`src/rtl/reg_write_arbiter.sv`:
```
// Register-file write port arbiter: the WB stage has priority, long-latency results queue in a FIFO
// and drain into idle slots, and a pending scoreboard tracks registers still owed a result.
module reg_write_arbiter #(
  parameter int DEPTH        = 4,
  parameter int STARVE_LIMIT = 8
) (
  input  logic        clk,
  input  logic        rst,
  input  logic        wb_valid,
  input  logic [4:0]  wb_wn,
  input  logic [31:0] wb_wd,
  input  logic        lu_valid,
  input  logic [4:0]  lu_wn,
  input  logic [31:0] lu_wd,
  output logic        lu_ready,
  input  logic        pend_set,
  input  logic [4:0]  pend_wn,
  input  logic [4:0]  q_rn1,
  input  logic [4:0]  q_rn2,
  output logic        q_busy1,
  output logic        q_busy2,
  output logic        stall_req,
  output logic        err,
  output logic        RegWrite,
  output logic [4:0]  WN,
  output logic [31:0] WD
);
  // Handshake: a long-latency result transfers when lu_valid && lu_ready at a posedge.
  // lu_ready is !full and depends only on the registered count, never on lu_valid.
  localparam int AW = (DEPTH > 1) ? $clog2(DEPTH) : 1;
  localparam logic [AW:0] FULL_COUNT = (AW+1)'(DEPTH);
  localparam logic [7:0] LIMIT = 8'(STARVE_LIMIT);

  logic [4:0]    fifo_wn [DEPTH];
  logic [31:0]   fifo_wd [DEPTH];
  logic [AW-1:0] rd_ptr, wr_ptr;
  logic [AW:0]   count, count_next;
  logic [7:0]    wait_cnt, wait_next;
  logic [31:1]   pending;
  logic [31:0]   pend_vec, clr_mask, set_mask;

  logic wb_real, fifo_ne, pop, push, drop, stall_next;
  logic [4:0] head_wn;

  always_comb begin
    wb_real  = wb_valid && (wb_wn != 5'd0);
    fifo_ne  = (count != '0);
    lu_ready = (count != FULL_COUNT);
    head_wn  = fifo_wn[rd_ptr];
    // The head drains whenever WB is idle, and always while stalling.
    pop      = fifo_ne && (stall_req || !wb_real);
    // Zero-destination results are accepted but never stored.
    push     = lu_valid && lu_ready && (lu_wn != 5'd0);
    drop     = stall_req && fifo_ne && wb_real;

    count_next = count;
    if (push && !pop)
      count_next = count + 1'b1;
    else if (pop && !push)
      count_next = count - 1'b1;

    wait_next = wait_cnt;
    if (!fifo_ne || pop)
      wait_next = 8'd0;
    else if (wait_cnt != LIMIT)
      wait_next = wait_cnt + 8'd1;

    stall_next = (wait_cnt == LIMIT) || (stall_req && (count_next != '0));

    clr_mask = 32'd0;
    if (pop)
      clr_mask[head_wn] = 1'b1;
    set_mask = 32'd0;
    if (pend_set && (pend_wn != 5'd0))
      set_mask[pend_wn] = 1'b1;

    pend_vec = {pending, 1'b0};
    q_busy1  = pend_vec[q_rn1] && (q_rn1 != 5'd0);
    q_busy2  = pend_vec[q_rn2] && (q_rn2 != 5'd0);
  end

  // Storage carries no reset; only the pointers and count define which entries are live.
  always_ff @(posedge clk) begin
    if (push) begin
      fifo_wn[wr_ptr] <= lu_wn;
      fifo_wd[wr_ptr] <= lu_wd;
    end
  end

  always_ff @(posedge clk) begin
    if (rst) begin
      rd_ptr    <= '0;
      wr_ptr    <= '0;
      count     <= '0;
      wait_cnt  <= 8'd0;
      stall_req <= 1'b0;
      err       <= 1'b0;
      pending   <= '0;
      RegWrite  <= 1'b0;
      WN        <= 5'd0;
      WD        <= 32'd0;
    end else begin
      if (push)
        wr_ptr <= wr_ptr + 1'b1;
      if (pop)
        rd_ptr <= rd_ptr + 1'b1;
      count     <= count_next;
      wait_cnt  <= wait_next;
      stall_req <= stall_next;
      if (drop)
        err <= 1'b1;
      // A set in the same cycle as a clear wins: a newer op is outstanding.
      pending   <= (pending & ~clr_mask[31:1]) | set_mask[31:1];
      RegWrite  <= pop || wb_real;
      if (pop) begin
        WN <= head_wn;
        WD <= fifo_wd[rd_ptr];
      end else if (wb_real) begin
        WN <= wb_wn;
        WD <= wb_wd;
      end
    end
  end
endmodule

```
`config.mk`:
```
export PLATFORM = sky130hd
export DESIGN_NAME = reg_write_arbiter
export DESIGN_NICKNAME = d
export VERILOG_FILES = /design/src/rtl/reg_write_arbiter.sv
export SDC_FILE = /design/constraint.sdc
export NUM_CORES = 1
export LEC_CHECK = 0
export ABC_AREA = 1
export BUFFER_PORTS_ARGS = -buffer_cell sky130_fd_sc_hd__clkbuf_2
export CORE_UTILIZATION = 50
export CTS_BUF_LIST = sky130_fd_sc_hd__clkbuf_2
export CTS_CLUSTER_SIZE = 16
export DETAILED_ROUTE_END_ITERATION = 16
export GPL_TIMING_DRIVEN = 0
export HOLD_SLACK_MARGIN = 0.06
export PLACE_DENSITY = 0.84
export SYNTH_ARGS = -nofsm -noshare
export SYNTH_HDL_FRONTEND = slang
export SYNTH_SLANG_ARGS = --single-unit
```
`constraint.sdc`:
```
create_clock -name clk -period 2.8 [get_ports clk]
set_input_delay 0.28 -clock clk [delete_from_list [all_inputs] [get_ports clk]]
set_output_delay 0.28 -clock clk [all_outputs]
set_load 0.01 [all_outputs]
```
**Word-level counts from Yosys, hierarchy flattened**

Memory sizes are Yosys's and may differ from the RTL's. A register that Yosys moved wholly into a read port is not among the register bits.
Index checks and enable logic that the tools add are counted.

- Register bits: 86
- Bits in writable memories: 148
- Bits of input ports: 94
- Output and inout port bits: 43
- Logic and storage cells: 82
- Memories kept: 2

Memory list:

| memory | depth | bits a word | rd ports | clocked after memory_dff | write ports | RTL line | RTL |
|---|---|---|---|---|---|---|---|
| fifo_wd | 4 | 32 | 1 | 1 | 1 | 35 | `logic [31:0] fifo_wd [DEPTH];` |
| fifo_wn | 4 | 5 | 1 | 1 | 1 | 34 | `logic [4:0] fifo_wn [DEPTH];` |

- Add/subtract/negate cells: 5
- Order comparisons: 6
- Equality and inequality tests: 3
- Mux-type cells: 22
- Bitwise logic cells: 3
- Reductions and logical operators: 31

Operator list:

| kind | number |
|---|---|
| 32-bit two-way mux | 4 |
| 31-bit bitwise AND | 1 |
| 31-bit inverter | 1 |
| 31-bit OR | 1 |
| 5-bit nonzero test | 5 |
| 5-bit by 6-bit less-than comparator with 1-bit output, second input constant | 4 |
| 1-bit logical AND | 14 |
| 1-bit binary-select mux with 5-bit select | 2 |
| 1-bit demux with 5-bit select | 2 |
| 5-bit by 1-bit greater-or-equal comparator with 1-bit output, second input constant | 2 |
| 5-bit two-way mux | 2 |
| 8-bit by 1-bit adder with 8-bit output, second input constant | 1 |
| 8-bit by 4-bit == test with 1-bit output, second input constant | 1 |
| 2-bit two-way mux | 4 |
| 8-bit by 4-bit != test with 1-bit output, second input constant | 1 |
| 1-bit two-way mux | 6 |
| 3-bit two-way mux | 2 |
| 3-bit nonzero test | 2 |
| 2-bit by 1-bit adder with 2-bit output, second input constant | 2 |
| 1-bit zero test | 4 |
| 1-bit logical OR | 4 |
| 3-bit by 1-bit adder with 3-bit output, second input constant | 1 |
| 3-bit != test, second input constant | 1 |
| 3-bit by 1-bit subtractor with 3-bit output, second input constant | 1 |
| 2 further kinds | 2 |

**Longest topological paths before layout**

- Word-level depth: 11
- Depth in mapped cells: 14
- Depth with buffers taken out: 14

**Least setup slack after synthesis**

Ideal clock, no wire load.

- Path type: flip-flop to flip-flop
- From: reg count[0]
- To: mem fifo_wd[0][0] (enable)
- Setup time: 0.432 ns
- Arrival: 2.620 ns
- Required time: 2.368 ns
- Setup slack: -0.252 ns
- Stages on the path, launching flop included: 8
- Buffers on the path: 1
- Path through: dfxtp_1 -> inv_1 -> ha_1 -> nand2_1 -> and2_1 -> nand2_2 -> buf_6 -> nor2_1

- Longest elaborated chain between the ends: 5

RTL lines:

| element | RTL line | RTL |
|---|---|---|
| start: declaration | 37 | `logic [AW:0] count, count_next;` |
| start signal: assignment | 107 | `count <= count_next;` |
| 3-bit != test | 48 | `lu_ready = (count != FULL_COUNT);` |
| via lu_ready | 15 | `output logic lu_ready,` |
| 1-bit logical AND (2 in a row) | 53 | `push = lu_valid && lu_ready && (lu_wn != 5'd0);` |
| 1-bit two-way mux | 84 | `if (push) begin` |
| 1-bit two-way mux (implied by the code) | 86 | `fifo_wd[wr_ptr] <= lu_wd;` |
| end: declaration | 35 |  |

The timed path passes the listed nets, and every way through them passes these cells.

**Worst setup path after layout**

- From: reg count[0]
- To: reg WN[0]

- Longest elaborated chain between the ends: 3
- Elaborated cells between the ends (all ways): 4
- Classes of those cells: mux: 1; reduce/logical: 3

RTL lines:

| element | RTL line | RTL |
|---|---|---|
| 3-bit nonzero test * | 47 | `fifo_ne = (count != '0);` |
| 1-bit logical AND * | 51 | `pop = fifo_ne && (stall_req \|\| !wb_real);` |
| 5-bit two-way mux or 2-bit nonzero test (tied branches) | - |  |
| end signal: assignment | 116 | `WN <= head_wn;` |
| end signal: assignment | 119 | `WN <= wb_wn;` |
| end: declaration | 25 | `output logic [4:0] WN,` |

Every way passes the cells marked *; elsewhere a longest branch is shown, timed or not.
A chain may end at the register's enable or synchronous reset.

==> flow_metrics.tcl <==
set metrics [dict create \
    fin_ws_ps 101.6 \
    min_from "lu_wd[14]" \
    hold_viol 0 \
    met2_usage_pct 47.63 \
    period_minus_slack_ps 2698 \
    fillers 1403 \
    yosysWarnings 0 \
    power_density_nw_per_um2 718.1 \
    post-place-cells 1403 \
    fmax_mhz 370.6 \
    initial_core_util_pct 51.08 \
    vdd_drop_max_v 0.0003037 \
    pwr-share-clk_pct 23.9 \
    path_max_fanout 10 \
    finalSetupTns_ps 0 \
    fin_area_um2 12550 \
    cts_root_buffer "clkbuf_2" \
    synth.distinct_cells 39 \
    slew-limit-headroom_pct 43.94 \
    setup_violations 0 \
    seqCellArea_um2 6206 \
    vias 9247 \
    sequentialPowerShare_pct 47.3 \
    drive_gt1_share_pct 20.12 \
    worst_r2r_startpoint "count[0]$_SDFF_PP0_" \
    drcViolationCount 0 \
    num_io_pins 137 \
    clkLatencyLatePin_ps 920 \
    gr-usage-met1_pct 35.12 \
    drtIter0Drc 1304 \
    rr_endpoint "WN[0]$_SDFFE_PP0P_" \
    wl_per_cell_um 18.56 \
    finalNonFillerCells 1604 \
    holdPathStages 2 \
    syn-instance-count 1000 \
    drv_slew 0 \
    antenna_found_initial 3 \
    placedInstanceArea_um2 11070 \
    hp-class "in -> reg" \
    rsz0062_at_grt "false" \
    crit_slowest_cell "dlygate4sd3_1" \
    grtUsageMet3_pct 6.338 \
    dr.pass1.iters 5 \
    hold_path_end "fifo_wd[2][14]$_DFFE_PP_" \
    switchingPower_mw 3.340 \
    preCtsSetupSlack_ps 502.7 \
    max_stage_delay_ps 610 \
    tightestPinTransition_ps 833.2 \
    p_sw_share_pct 37.08 \
    grt-ovfl-total 0 \
    die_h_um 143.0 \
    grt_pass1_vias 8877 \
    yosys_register_bits 236 \
    synthToLayoutAreaGrowth_pct 26.19 \
    cts_buffers 55 \
    num_rows 51 \
    grt-busiest-layer "met2" \
    end_kind "register" \
    fin_hold_ws_ps 156.4 \
    worstPathArrival_ps 3520 \
    synth-seq-area-share_pct 62.42 \
    path_cells "inv_1 > ha_1 > inv_1 > nor2_1 > nand2_1 > inv_2 > clkbuf_1 > nand3_1 > o31ai_1 > dlygate4sd3_1" \
    grt_pass1_wl_um 44860 \
    maxCapViolations 0 \
    clk_pin_slew_ps 200 \
    skew_ps 79.23 \
    multi_input_area_um2 3272 \
    start_kind "register" \
    avgSynthCellArea_um2 9.942 \
    combPwrFrac_pct 28.8 \
    grt_use_total_pct 29.18 \
    crit_top_cell "inv_1" \
    gp_congestion 0.8979 \
    netlist_area_um2 9942 \
    h-tree-depth 2 \
    cts_tree "built" \
    power.leakage_nw 4.823 \
    ff2ff_setup_slack_ps 100 \
    synth.net_count 1103 \
    synth_edf_count 148 \
    numPortBuffers 134 \
    critPathTopFamily "buffers and inverters" \
    post-route-period-util_pct 96.37 \
    synthArstFlopShare_pct 0 \
    ant_nets 0 \
    fp.dieW_um 143.0 \
    r2r_cells 10 \
    via_per_inst 5.765 \
    cp.buffers_inverters 5 \
    crit_required_ps 3620 \
    cts_sinks 236 \
    fin_nets 1397 \
    core_um2 19460 \
    dp_hpwl_um 18370 \
    clock_path_buffers 3 \
    routed_wl_um 29770 \
    dieArea_um2 20450 \
    synth-main-ff-cell "edfxtp_1" \
    status "completed" \
    path_class "reg -> reg" \
    grt_max_degree 25 \
    p_int_mw 5.669 \
]
## metrics by stage
step / utilization, % / power, mW
2_1_floorplan: - / 5.693
3_5_place_dp: 56.88 / 6.606
3_3_place_gp: 56.23 / 6.494
5_1_grt: 64.46 / 9.351
6_report: 64.46 / 9.009
4_1_cts: 64.43 / 8.764
## placed cells by master (no fill, tap or decap), types with 4 or more instances in the layout
cell type and instances:
clkbuf_1 33, buf_2 11, dlygate4sd3_1 99, dfxtp_1 88, inv_1 50, clkinv_1 18
o21ai_0 148, nor2_1 133, inv_2 9, edfxtp_1 148, nand2_2 5, o211ai_1 9
nand3_1 57, nor3_1 5, nand2_1 91, o21ai_1 55, nand4_1 7, a21oi_1 66
clkbuf_2 213, a32oi_2 4, nor2_4 4, o22ai_1 29, buf_6 5, buf_4 4
ha_1 9, clkinv_2 5
## how the worst max path moves through the flow
stage | startpoint | end | slack [ps] | cells past startpoint
CTS | count[0]$_SDFF_PP0_ | WN[0]$_SDFFE_PP0P_ | 230 | 10
finish | count[0]$_SDFF_PP0_ | WN[0]$_SDFFE_PP0P_ | 100 | 10
global route | count[0]$_SDFF_PP0_ | WN[0]$_SDFFE_PP0P_ | 2 | 10
floorplan | count[0]$_SDFF_PP0_ | fifo_wd[0][0]$_DFFE_PP_ | -250 | 7
detailed placement | count[0]$_SDFF_PP0_ | fifo_wd[3][9]$_DFFE_PP_ | 500 | 8
global placement | count[0]$_SDFF_PP0_ | fifo_wd[3][28]$_DFFE_PP_ | -1480 | 7
## flip-flops by register name, summed over array words and instances (netlist names), named ones only
| name | cells |
|---|---|
| RegWrite | 1 |
| WD | 32 |
| WN | 5 |
| count | 3 |
| err | 1 |
| fifo_wd | 128 |
| fifo_wn | 20 |
| pending | 31 |
| rd_ptr | 2 |
| stall_req | 1 |
| wait_cnt | 8 |
| wr_ptr | 2 |
## layout make-up
| cell class | instances | share of cell area [%] |
|---|---|---|
| antenna | 2 | 0.03989 |
| buffer | 54 | 2.154 |
| clock buffer | 78 | 3.112 |
| clock inverter | 22 | 0.7081 |
| inverter | 60 | 1.795 |
| multi-input combinational | 650 | 26.08 |
| sequential | 236 | 49.47 |
| tap | 265 | 2.643 |
| timing repair buffer | 237 | 14.00 |
## synth_stat cells, types with 11 or more instances
cell type / number / area, um2
inv_1: 50 / 187.7
nand2_1: 91 / 341.6
buf_2: 11 / 55.05
nor2_1: 137 / 514.2
o22ai_1: 29 / 181.4
nand3_1: 57 / 285.3
edfxtp_1: 148 / 4444
clkbuf_1: 34 / 127.6
o21ai_0: 148 / 740.7
a21oi_1: 66 / 330.3
o21ai_1: 55 / 275.3
dfxtp_1: 88 / 1762
## routing by layer
| metal | up-vias | wire length [um] |
|---|---|---|
| met3 | 141 | 3108 |
| met1 | 4256 | 11100 |
| met2 | 675 | 14150 |
| met5 | - | 13 |
| met4 | 2 | 1397 |
| li1 | 4173 | - |
## cell families after synthesis
logic type      Yosys count  synth area share [%]
compound gates          322                 17.61
simple gates            314                 13.43
flops                   236                 62.42
buf+inv                 114                 4.971
fa+ha+maj                 9                 1.133
xor+xnor                  5                0.4406
## repair_timing
| item | 4_1_cts | 5_1_grt |
|---|---|---|
| gates resized for setup | 0 | 2 |
| hold buffers | 99 | 0 |
| endpoints found under the setup margin | 0 | 3 |
| hold endpoints to repair | 235 | 0 |
| buffers inserted | 0 | 0 |
## worst register-to-register path, cell delays in order (launching register included)
cell and delay [ps]:
dfxtp_1 350, inv_1 110, ha_1 190, inv_1 50, nor2_1 250, nand2_1 130, inv_2 220, clkbuf_1 480
nand3_1 150, o31ai_1 120, dlygate4sd3_1 610
## power groups by stage
stage / Sequential (mW) / Clock, mW / Combinational (mW)
6_report: 4.26 / 2.15 / 2.60
5_1_grt: 4.29 / 2.30 / 2.77
4_1_cts: 4.24 / 2.08 / 2.44
3_5_place_dp: 4.32 / 0 / 2.29
3_3_place_gp: 4.31 / 0 / 2.18
2_1_floorplan: 4.36 / 0 / 1.33
(Power assumes the default switching activity.)
